[config.mk]
export PLATFORM = sky130hd
export DESIGN_NAME = mont_scheduler
export DESIGN_NICKNAME = d
export VERILOG_FILES = /design/src/rtl/mont_scheduler.sv
export SDC_FILE = /design/constraint.sdc
export NUM_CORES = 2
export LEC_CHECK = 0
export BUFFER_PORTS_ARGS = -buffer_cell sky130_fd_sc_hd__buf_2
export CORE_UTILIZATION = 55
export CTS_CLUSTER_DIAMETER = 60
export DETAILED_ROUTE_END_ITERATION = 8
export PLACE_DENSITY = 0.74
export SYNTH_ARGS = -nofsm -noshare
export SYNTH_HDL_FRONTEND = slang
export SYNTH_SLANG_ARGS = --single-unit
[constraint.sdc]
create_clock -name clk_i -period 5.8 [get_ports clk_i]
set_input_delay 0.29 -clock clk_i [delete_from_list [all_inputs] [get_ports clk_i]]
set_output_delay 0.29 -clock clk_i [all_outputs]
set_load 0.1 [all_outputs]
[src/rtl/mont_scheduler.sv]
// Round-robin scheduler feeding a pipelined Montgomery reduction unit, with credit flow control and in-order responses.
// Optional feature: define MONT_SCHED_PRIO_EN to give requester 0 strict priority over the round-robin group.
module mont_scheduler #(
  parameter int unsigned NUM_REQ      = 4,
  parameter int unsigned MAX_INFLIGHT = 16
) (
  input  logic                       clk_i,
  input  logic                       rst_ni,
  input  logic                       cfg_we_i,
  input  logic [63:0]                cfg_m_i,
  input  logic [63:0]                cfg_minv_i,
  input  logic [63:0]                cfg_m_bl_i,
  output logic                       cfg_busy_o,
  input  logic [NUM_REQ-1:0]         req_valid_i,
  output logic [NUM_REQ-1:0]         req_ready_o,
  input  logic [NUM_REQ*64-1:0]      req_x_i,
  output logic                       mont_start_o,
  output logic [63:0]                mont_x_o,
  output logic [63:0]                mont_m_o,
  output logic [63:0]                mont_minv_o,
  output logic [63:0]                mont_m_bl_o,
  input  logic                       mont_valid_i,
  input  logic [63:0]                mont_result_i,
  output logic                       rsp_valid_o,
  input  logic                       rsp_ready_i,
  output logic [$clog2(NUM_REQ)-1:0] rsp_id_o,
  output logic [63:0]                rsp_data_o,
  output logic                       err_o
);
  localparam int unsigned DW = 64;
  localparam int unsigned IW = $clog2(NUM_REQ);
  localparam int unsigned AW = $clog2(MAX_INFLIGHT);
  localparam int unsigned CW = AW + 1;
  localparam int unsigned SW = CW + 1;

  typedef enum logic [1:0] {IDLE = 2'd0, RUN = 2'd1, DRAIN = 2'd2} state_e;
  typedef struct packed {
    logic [IW-1:0] id;
    logic [DW-1:0] data;
  } rsp_entry_t;

  state_e            state_q, state_d;
  logic [DW-1:0]     cfg_m_q, cfg_minv_q, cfg_mbl_q;
  logic              start_q;
  logic [DW-1:0]     x_q;
  logic [IW-1:0]     ptr_q, ptr_d;
  logic [IW-1:0]     tag_mem_q [MAX_INFLIGHT];
  rsp_entry_t        rsp_mem_q [MAX_INFLIGHT];
  logic [AW-1:0]     tag_wr_q, tag_rd_q, rsp_wr_q, rsp_rd_q;
  logic [CW-1:0]     tag_cnt_q, tag_cnt_d, rsp_cnt_q, rsp_cnt_d;
  logic              rsp_valid_q, busy_q, err_q, err_d;

  logic [NUM_REQ-1:0] gnt;
  logic [IW-1:0]      gnt_idx;
  logic               hs, credit_ok, tag_pop, rsp_pop, cfg_load;
  rsp_entry_t         rsp_head;

  assign credit_ok = (SW'(tag_cnt_q) + SW'(rsp_cnt_q)) < SW'(MAX_INFLIGHT);

  // Rotating-priority search starting at ptr_q; the lowest offset that is valid wins.
  always_comb begin
    logic [NUM_REQ-1:0] cand;
    logic               any;
    int                 sum;
    cand    = req_valid_i;
    any     = 1'b0;
    gnt     = '0;
    gnt_idx = '0;
    sum     = 0;
`ifdef MONT_SCHED_PRIO_EN
    cand[0] = 1'b0;
`endif
    for (int k = NUM_REQ - 1; k >= 0; k--) begin
      sum = int'(ptr_q) + k;
      if (sum >= int'(NUM_REQ)) sum = sum - int'(NUM_REQ);
      if (cand[IW'(sum)]) begin
        gnt_idx = IW'(sum);
        any     = 1'b1;
      end
    end
`ifdef MONT_SCHED_PRIO_EN
    if (req_valid_i[0]) begin
      gnt_idx = '0;
      any     = 1'b1;
    end
`endif
    if (any && credit_ok && rst_ni) gnt[gnt_idx] = 1'b1;
  end

  assign hs       = |gnt;
  assign tag_pop  = mont_valid_i && (tag_cnt_q != '0);
  assign rsp_pop  = rsp_valid_q && rsp_ready_i;
  assign cfg_load = cfg_we_i && (state_q == IDLE);
  assign rsp_head = rsp_mem_q[rsp_rd_q];

  always_comb begin
    ptr_d     = ptr_q;
    tag_cnt_d = tag_cnt_q + CW'(hs) - CW'(tag_pop);
    rsp_cnt_d = rsp_cnt_q + CW'(tag_pop) - CW'(rsp_pop);
    err_d     = err_q | (cfg_we_i && (state_q != IDLE)) | (mont_valid_i && (tag_cnt_q == '0));
    if (hs) ptr_d = (gnt_idx == IW'(NUM_REQ - 1)) ? '0 : gnt_idx + IW'(1);
  end

  always_comb begin
    state_d = state_q;
    unique case (state_q)
      IDLE:    if (hs) state_d = RUN;
      RUN: begin
        if (!(|req_valid_i)) begin
          if (tag_cnt_q != '0 || rsp_cnt_q != '0) state_d = DRAIN;
          else                                    state_d = IDLE;
        end
      end
      DRAIN: begin
        if (hs)                                         state_d = RUN;
        else if (tag_cnt_q == '0 && rsp_cnt_q == '0)    state_d = IDLE;
      end
      default: state_d = IDLE;
    endcase
  end

  always_ff @(posedge clk_i or negedge rst_ni) begin
    if (!rst_ni) state_q <= IDLE;
    else         state_q <= state_d;
  end

  always_ff @(posedge clk_i or negedge rst_ni) begin
    if (!rst_ni) begin
      cfg_m_q     <= '0;
      cfg_minv_q  <= '0;
      cfg_mbl_q   <= '0;
      start_q     <= 1'b0;
      x_q         <= '0;
      ptr_q       <= '0;
      tag_wr_q    <= '0;
      tag_rd_q    <= '0;
      rsp_wr_q    <= '0;
      rsp_rd_q    <= '0;
      tag_cnt_q   <= '0;
      rsp_cnt_q   <= '0;
      rsp_valid_q <= 1'b0;
      busy_q      <= 1'b0;
      err_q       <= 1'b0;
      for (int i = 0; i < int'(MAX_INFLIGHT); i++) begin
        tag_mem_q[i] <= '0;
        rsp_mem_q[i] <= '0;
      end
    end else begin
      if (cfg_load) begin
        cfg_m_q    <= cfg_m_i;
        cfg_minv_q <= cfg_minv_i;
        cfg_mbl_q  <= cfg_m_bl_i;
      end
      start_q <= hs;
      if (hs) begin
        x_q                 <= req_x_i[DW*32'(gnt_idx) +: DW];
        tag_mem_q[tag_wr_q] <= gnt_idx;
        tag_wr_q            <= tag_wr_q + AW'(1);
      end
      // Results arrive in issue order, so the oldest tag names the requester.
      if (tag_pop) begin
        rsp_mem_q[rsp_wr_q] <= '{id: tag_mem_q[tag_rd_q], data: mont_result_i};
        rsp_wr_q            <= rsp_wr_q + AW'(1);
        tag_rd_q            <= tag_rd_q + AW'(1);
      end
      if (rsp_pop) rsp_rd_q <= rsp_rd_q + AW'(1);
      ptr_q       <= ptr_d;
      tag_cnt_q   <= tag_cnt_d;
      rsp_cnt_q   <= rsp_cnt_d;
      rsp_valid_q <= (rsp_cnt_d != '0);
      busy_q      <= (tag_cnt_d != '0) || (rsp_cnt_d != '0);
      err_q       <= err_d;
    end
  end

  assign req_ready_o  = gnt;
  assign mont_start_o = start_q;
  assign mont_x_o     = x_q;
  assign mont_m_o     = cfg_m_q;
  assign mont_minv_o  = cfg_minv_q;
  assign mont_m_bl_o  = cfg_mbl_q;
  assign rsp_valid_o  = rsp_valid_q;
  assign rsp_id_o     = rsp_head.id;
  assign rsp_data_o   = rsp_head.data;
  assign cfg_busy_o   = busy_q;
  assign err_o        = err_q;
endmodule
## Word-level counts from Yosys, hierarchy flattened

Index checks and enable logic that the tools add are counted.

- Flip-flop bits (word level): 1378
- Bits of input ports: 521
- Output and inout port bits: 330
- Logic and storage cells: 181

- $add $sub $neg: 17
- Magnitude comparators: 17
- Equal/unequal tests: 6
- Shifts and indexed selects: 1
- Multiplexer cells: 46
- Bitwise gates (word level): 6
- Reduce and logical (&&, ||, !) cells: 24

Operators by type and width:

| kind | count |
|---|---|
| $bwmux W1056 | 1 |
| $bmux W66 S4 | 1 |
| $demux W66 S4 | 1 |
| $shiftx A256 B9 Y64 | 1 |
| $mux W66 | 3 |
| $mux W2 | 17 |
| $bwmux W32 | 1 |
| $ge A5 B5 Y1 const B | 4 |
| $not A4 Y5 | 4 |
| $reduce_bool A5 Y1 | 4 |
| $add A4 B1 Y4 const B | 4 |
| $lt A2 B4 Y1 const B | 4 |
| $mux W1 | 13 |
| $logic_and A1 B1 Y1 | 11 |
| $add A5 B1 Y5 | 2 |
| $logic_not A5 Y1 | 2 |
| $lt A5 B1 Y1 const B | 2 |
| $sub A5 B1 Y5 | 2 |
| $ge A3 B3 Y1 const B | 3 |
| $bmux W1 S2 | 4 |
| $bmux W2 S4 | 1 |
| $demux W2 S4 | 1 |
| $reduce_or A4 Y1 | 2 |
| $sub A2 B1 Y2 const B | 4 |
| 20 further kinds | 25 |

## Longest topological paths before layout

- Word-level depth: 20
- Mapped depth: 22
- Gate-level depth less buffers: 17

## Worst setup path before layout

Ideal clock, no wire load.

- Kind: register -> register
- From: register ptr_q[1]
- To: register busy_q (netlist: cfg_busy_o)
- Arrival time: 4.192 ns
- Slack: 1.468 ns
- Cell stages (with the launch flop): 22
- Buffers on the path: 5
- Period minus slack after synthesis: 4.332 ns
- Cells stage by stage: dfrtp_1 and2_1 o211a_1 buf_2 nor2_4 clkbuf_1 buf_2 inv_1 ha_1 nor4_1 nor3b_1 nand2_1 buf_2 buf_1 ha_1 inv_1 ha_1 fa_1 xor2_1 or3_1 nor3_1 nand4_1

- Longest elaborated chain between the ends: 20
- Elaborated cells on any way between the ends: 48
- Those cells by class: add/sub (9); order compare (6); mux (27); reduce/logical (6)

Ends and longest elaborated chain:

| item | line | text |
|---|---|---|
| start, declared | 46 | `logic [IW-1:0] ptr_q, ptr_d;` |
| start signal, assigned | 167 | `ptr_q <= ptr_d;` |
| $add A2 B2 Y3 | 74 | `sum = int'(ptr_q) + k;` |
| $ge A3 B3 Y1 / $sub A2 B1 Y2 (equally long branches) | 75 | `if (sum >= int'(NUM_REQ)) sum = sum - int'(NUM_REQ);` |
| $mux W2 | 75 |  |
| $bmux W1 S2 | 76 | `if (cand[IW'(sum)]) begin` |
| $mux W1 (not written as such) (2 in series) | 76 |  |
| $mux W2 (3 in series) | 76 |  |
| $mux W2 (*) | 76 |  |
| net gnt_idx[1] | 54 | `logic [IW-1:0] gnt_idx;` |
| [3 not listed] | n/a |  |
| $demux W1 S2 (*) | 87 | `if (any && credit_ok && rst_ni) gnt[gnt_idx] = 1'b1;` |
| $mux W4 (*) | 87 |  |
| $reduce_or A4 Y1 (*) | 90 | `assign hs = \|gnt;` |
| $add A5 B1 Y5 (*) | 98 | `tag_cnt_d = tag_cnt_q + CW'(hs) - CW'(tag_pop);` |
| $sub A5 B1 Y5 (*) | 98 |  |
| net tag_cnt_d[2] | 50 | `logic [CW-1:0] tag_cnt_q, tag_cnt_d, rsp_cnt_q, rsp_cnt_d;` |
| $reduce_bool A5 Y1 (*) | 171 | `busy_q <= (tag_cnt_d != '0) \|\| (rsp_cnt_d != '0);` |
| $logic_or A1 B1 Y1 (*) | 171 |  |
| end signal, assigned | 171 |  |
| end, declared | 51 | `logic rsp_valid_q, busy_q, err_q, err_d;` |

The timed path passes the listed nets; every way through them passes the cells marked *. The select of a mux whose other input is x is not followed.
A chain may end at the register's enable or synchronous reset.

## Final worst setup path

- From: register ptr_q[1]
- To: register x_q[59] (netlist: mont_x_o[59])

- Longest elaborated chain between the ends: 16
- Elaborated cells on any way between the ends: 45
- Those cells by class: add/sub (7); order compare (6); shift (1); mux (27); reduce/logical (4)

Ends and longest elaborated chain:

| item | line | text |
|---|---|---|
| $add A2 B2 Y3 | 74 |  |
| $ge A3 B3 Y1 / $sub A2 B1 Y2 (equally long branches) | 75 |  |
| $mux W2 | 75 |  |
| $bmux W1 S2 | 76 |  |
| $mux W1 (not written as such) (2 in series) | 76 |  |
| $mux W2 (4 in series) | 76 |  |
| $lt A2 B3 Y1 (not written as such) / $ge A2 B1 Y1 (equally long branches) | 87 |  |
| $logic_and A1 B1 Y1 (not written as such) | 87 |  |
| $mux W1 (not written as such) | 87 |  |
| $demux W1 S2 | 87 |  |
| $mux W4 | 87 |  |
| $reduce_or A4 Y1 | 90 |  |
| end signal, assigned | 156 | `x_q <= req_x_i[DW*32'(gnt_idx) +: DW];` |
| end, declared | 45 | `logic [DW-1:0] x_q;` |

Parallel ways exist; a longest one is shown, timed or not. The select of a mux whose other input is x is not followed.

==> flow_summary.json <==
{
  "finalSetupTns_ns": 0,
  "htreeDepth": 4,
  "nFillCells": 7415,
  "via_per_inst": 6.17,
  "fmax_mhz": 221,
  "drt-total-wl_um": 201000,
  "status": "completed",
  "rsz0062_at_grt": "no",
  "yosysMostFrequentCell": "dfrtp_1",
  "relSlewSlack_pct": 14.9,
  "synth_area_leaders": "dfrtp_1 56%, mux2_2 23%, mux4_2 12%",
  "ys_ff_latch": 1378,
  "worst_pin_slew_ns": 1.26,
  "grt_pass1_vias": 43200,
  "layout-drive-gt1-share_pct": 55.2,
  "core-area_um2": 111000,
  "cts_tree": "yes",
  "grt.total_usage_pct": 35.7,
  "ys_top_cells_by_count": "1378 x dfrtp_1, 1273 x mux2_2, 338 x mux4_2, 163 x clkbuf_1, 154 x buf_2",
  "syn2layout_area_growth_pct": 22.8,
  "grt-ovfl-total": 0,
  "worstPathArrival_ns": 5.22,
  "cts_root_buf": "clkbuf_16",
  "grt_max_degree": 178,
  "synthDistinctLibCells": 50,
  "initialDrtViolationCount": 2950,
  "critical_path_class": "flop to flop",
  "cp.required_ns": 6.49,
  "syn-num-nets": 4413,
  "grt_pass1_wl_um": 294000,
  "drc": 0,
  "final_cells": 6594,
  "ant_nets": 0,
  "start_util_pct": 55.8,
  "die_h_um": 338,
  "synth_flop_cell": "dfrtp_1",
  "fp.dieW_um": 338,
  "drv_slew": 0,
  "clk_pin_slew_ns": 0.06,
  "synth.avg_cell_area_um2": 16.1,
  "post_drt_wl_per_cell_um": 30.5,
  "postSynth.asyncResetShare_pct": 100,
  "die_area_um2": 114000,
  "dp_hpwl_um": 131000,
  "cts_buffers": 148,
  "crit_path_max_fanout": 47,
  "cp-start-kind": "flop",
  "antenna_found_initial": 55,
  "whs_ns": 0.0293,
  "synth_top_area_share_pct": 55.6,
  "synth_edf_count": 0,
  "rows": 122,
  "yosys_warnings": 0,
  "pin_count": 851,
  "postSynthCellCount": 3860,
  "fin_crit_ns": 4.53,
  "yosys.area.top_type": "dfrtp_1",
  "hold_path.class": "primary input to async pin",
  "post-place-ws_ns": 1.43,
  "fin_skew_ns": 0.0198,
  "hold_viol_final": 0,
  "seq_area_frac_synth_pct": 55.6,
  "setup_slack_ns": 1.27,
  "cts_buffer_depth": 3,
  "place_inst": 5924,
  "nets": 5518,
  "min_period_over_period_pct": 78.1,
  "num_vias": 40700,
  "dr.pass1.iters": 5,
  "place_congestion": 1.11,
  "clock_latency_ns": 0.77,
  "cts.sinks": 1378,
  "maxCapViolCount": 0,
  "end_kind": "flop",
  "setup_violations": 0,
  "numPortBuffers": 850,
  "syn-cell-area_um2": 62100
}
[cell type report]
class	instances	area (µm²)	share of cell area [%]
Inverter	25	93.8	0.123
Clock buffer	211	4320	5.66
Multi-Input combinational cell	2110	26000	34.2
Antenna cell	25	62.6	0.0821
Timing Repair Buffer	1302	8720	11.4
Sequential cell	1378	34500	45.3
Clock inverter	55	631	0.827
Tap cell	1488	1860	2.44
[placed cells by master, fill, tap and decap left out, drive strengths merged, types with 37 or more instances in the layout]
cell type,n
buf,923
o21ai,68
a211oi,64
dfrtp,1378
inv,37
nand3,73
dlygate4sd3,379
clkbuf,211
mux2,1345
mux4,340
a221o,65
[worst max-delay path: stages (launching register included)]
cell and delay [ns]:
dfrtp_1 0.43, and2_1 0.23, and2_1 0.20, nor3_4 0.34, ha_1 0.24, nor4_1 0.07
nor3b_1 0.33, nand2_4 0.37, nor2_4 0.67, buf_4 0.73, a221o_1 0.26, dlygate4sd3_1 0.56
[timing repair]
item                                   4_1_cts  5_1_grt
hold buffers                               379        0
endpoints found under the hold margin     1352        0
buffers inserted                             0        0
gates resized for setup                      0        0
[metrics by stage]
stage / cell area [µm²] / util (%)
5_1_grt: 76200 / 68.5
4_1_cts: 76200 / 68.4
3_3_place_gp: 67400 / 60.6
2_1_floorplan: 62100 / -
6_report: 76200 / 68.5
3_5_place_dp: 67400 / 60.6
[routing by layer]
metal | GRT usage, % | up-vias | routed length [µm] | share of wire [%]
met5 | 0 | - | 67 | 0.033
met4 | 13.8 | 10 | 8040 | 4.0
met3 | 7.99 | 367 | 13500 | 6.7
met2 | 54.1 | 1449 | 93400 | 46
met1 | 50.5 | 22100 | 86300 | 43
li1 | - | 16800 | - | -
[sequential cells by signal, summed over array words and instances, names as in the netlist, 5 cells and up]
| name | count |
|---|---|
| mont_m_o | 64 |
| rsp_cnt_q | 5 |
| mont_x_o | 64 |
| tag_mem_q | 32 |
| mont_minv_o | 64 |
| tag_cnt_q | 5 |
| mont_m_bl_o | 64 |
| rsp_mem_q | 1056 |
[cells by family after synthesis]
family	after synthesis	synth area share (%)
buffers and inverters	372	2.78
DFF	1378	55.6
xor gates and xnor gates	20	0.282
adders and majority gates	32	0.669
muxes	1686	36.8
and+or+nand+nor	160	1.39
AOI/OAI and AO/OA	212	2.55
[worst paths after layout]
| check | start | to | slack (ns) | depth (start not counted) |
|---|---|---|---|---|
| setup / recovery | ptr_q[1]$_DFFE_PN0P_ | mont_x_o[59]$_DFFE_PN0P_ | 1.27 | 11 |
| hold / removal | rst_ni | rsp_mem_q[1029]$_DFFE_PN0P_ | 0.03 | 2 |
| setup reg to reg | ptr_q[1]$_DFFE_PN0P_ | mont_x_o[59]$_DFFE_PN0P_ | 1.27 | 11 |
| hold reg to reg | rsp_mem_q[179]$_DFFE_PN0P_ | rsp_mem_q[179]$_DFFE_PN0P_ | 0.49 | 1 |
| max in group asynchronous | rst_ni | mont_minv_o[10]$_DFFE_PN0P_ | 2.87 | 5 |
| min in group clk_i | req_x_i[159] | mont_x_o[31]$_DFFE_PN0P_ | 0.03 | 4 |
Power is not shown: default switching activity piles up to over one toggle a cycle in this logic, so the estimate is an artifact.
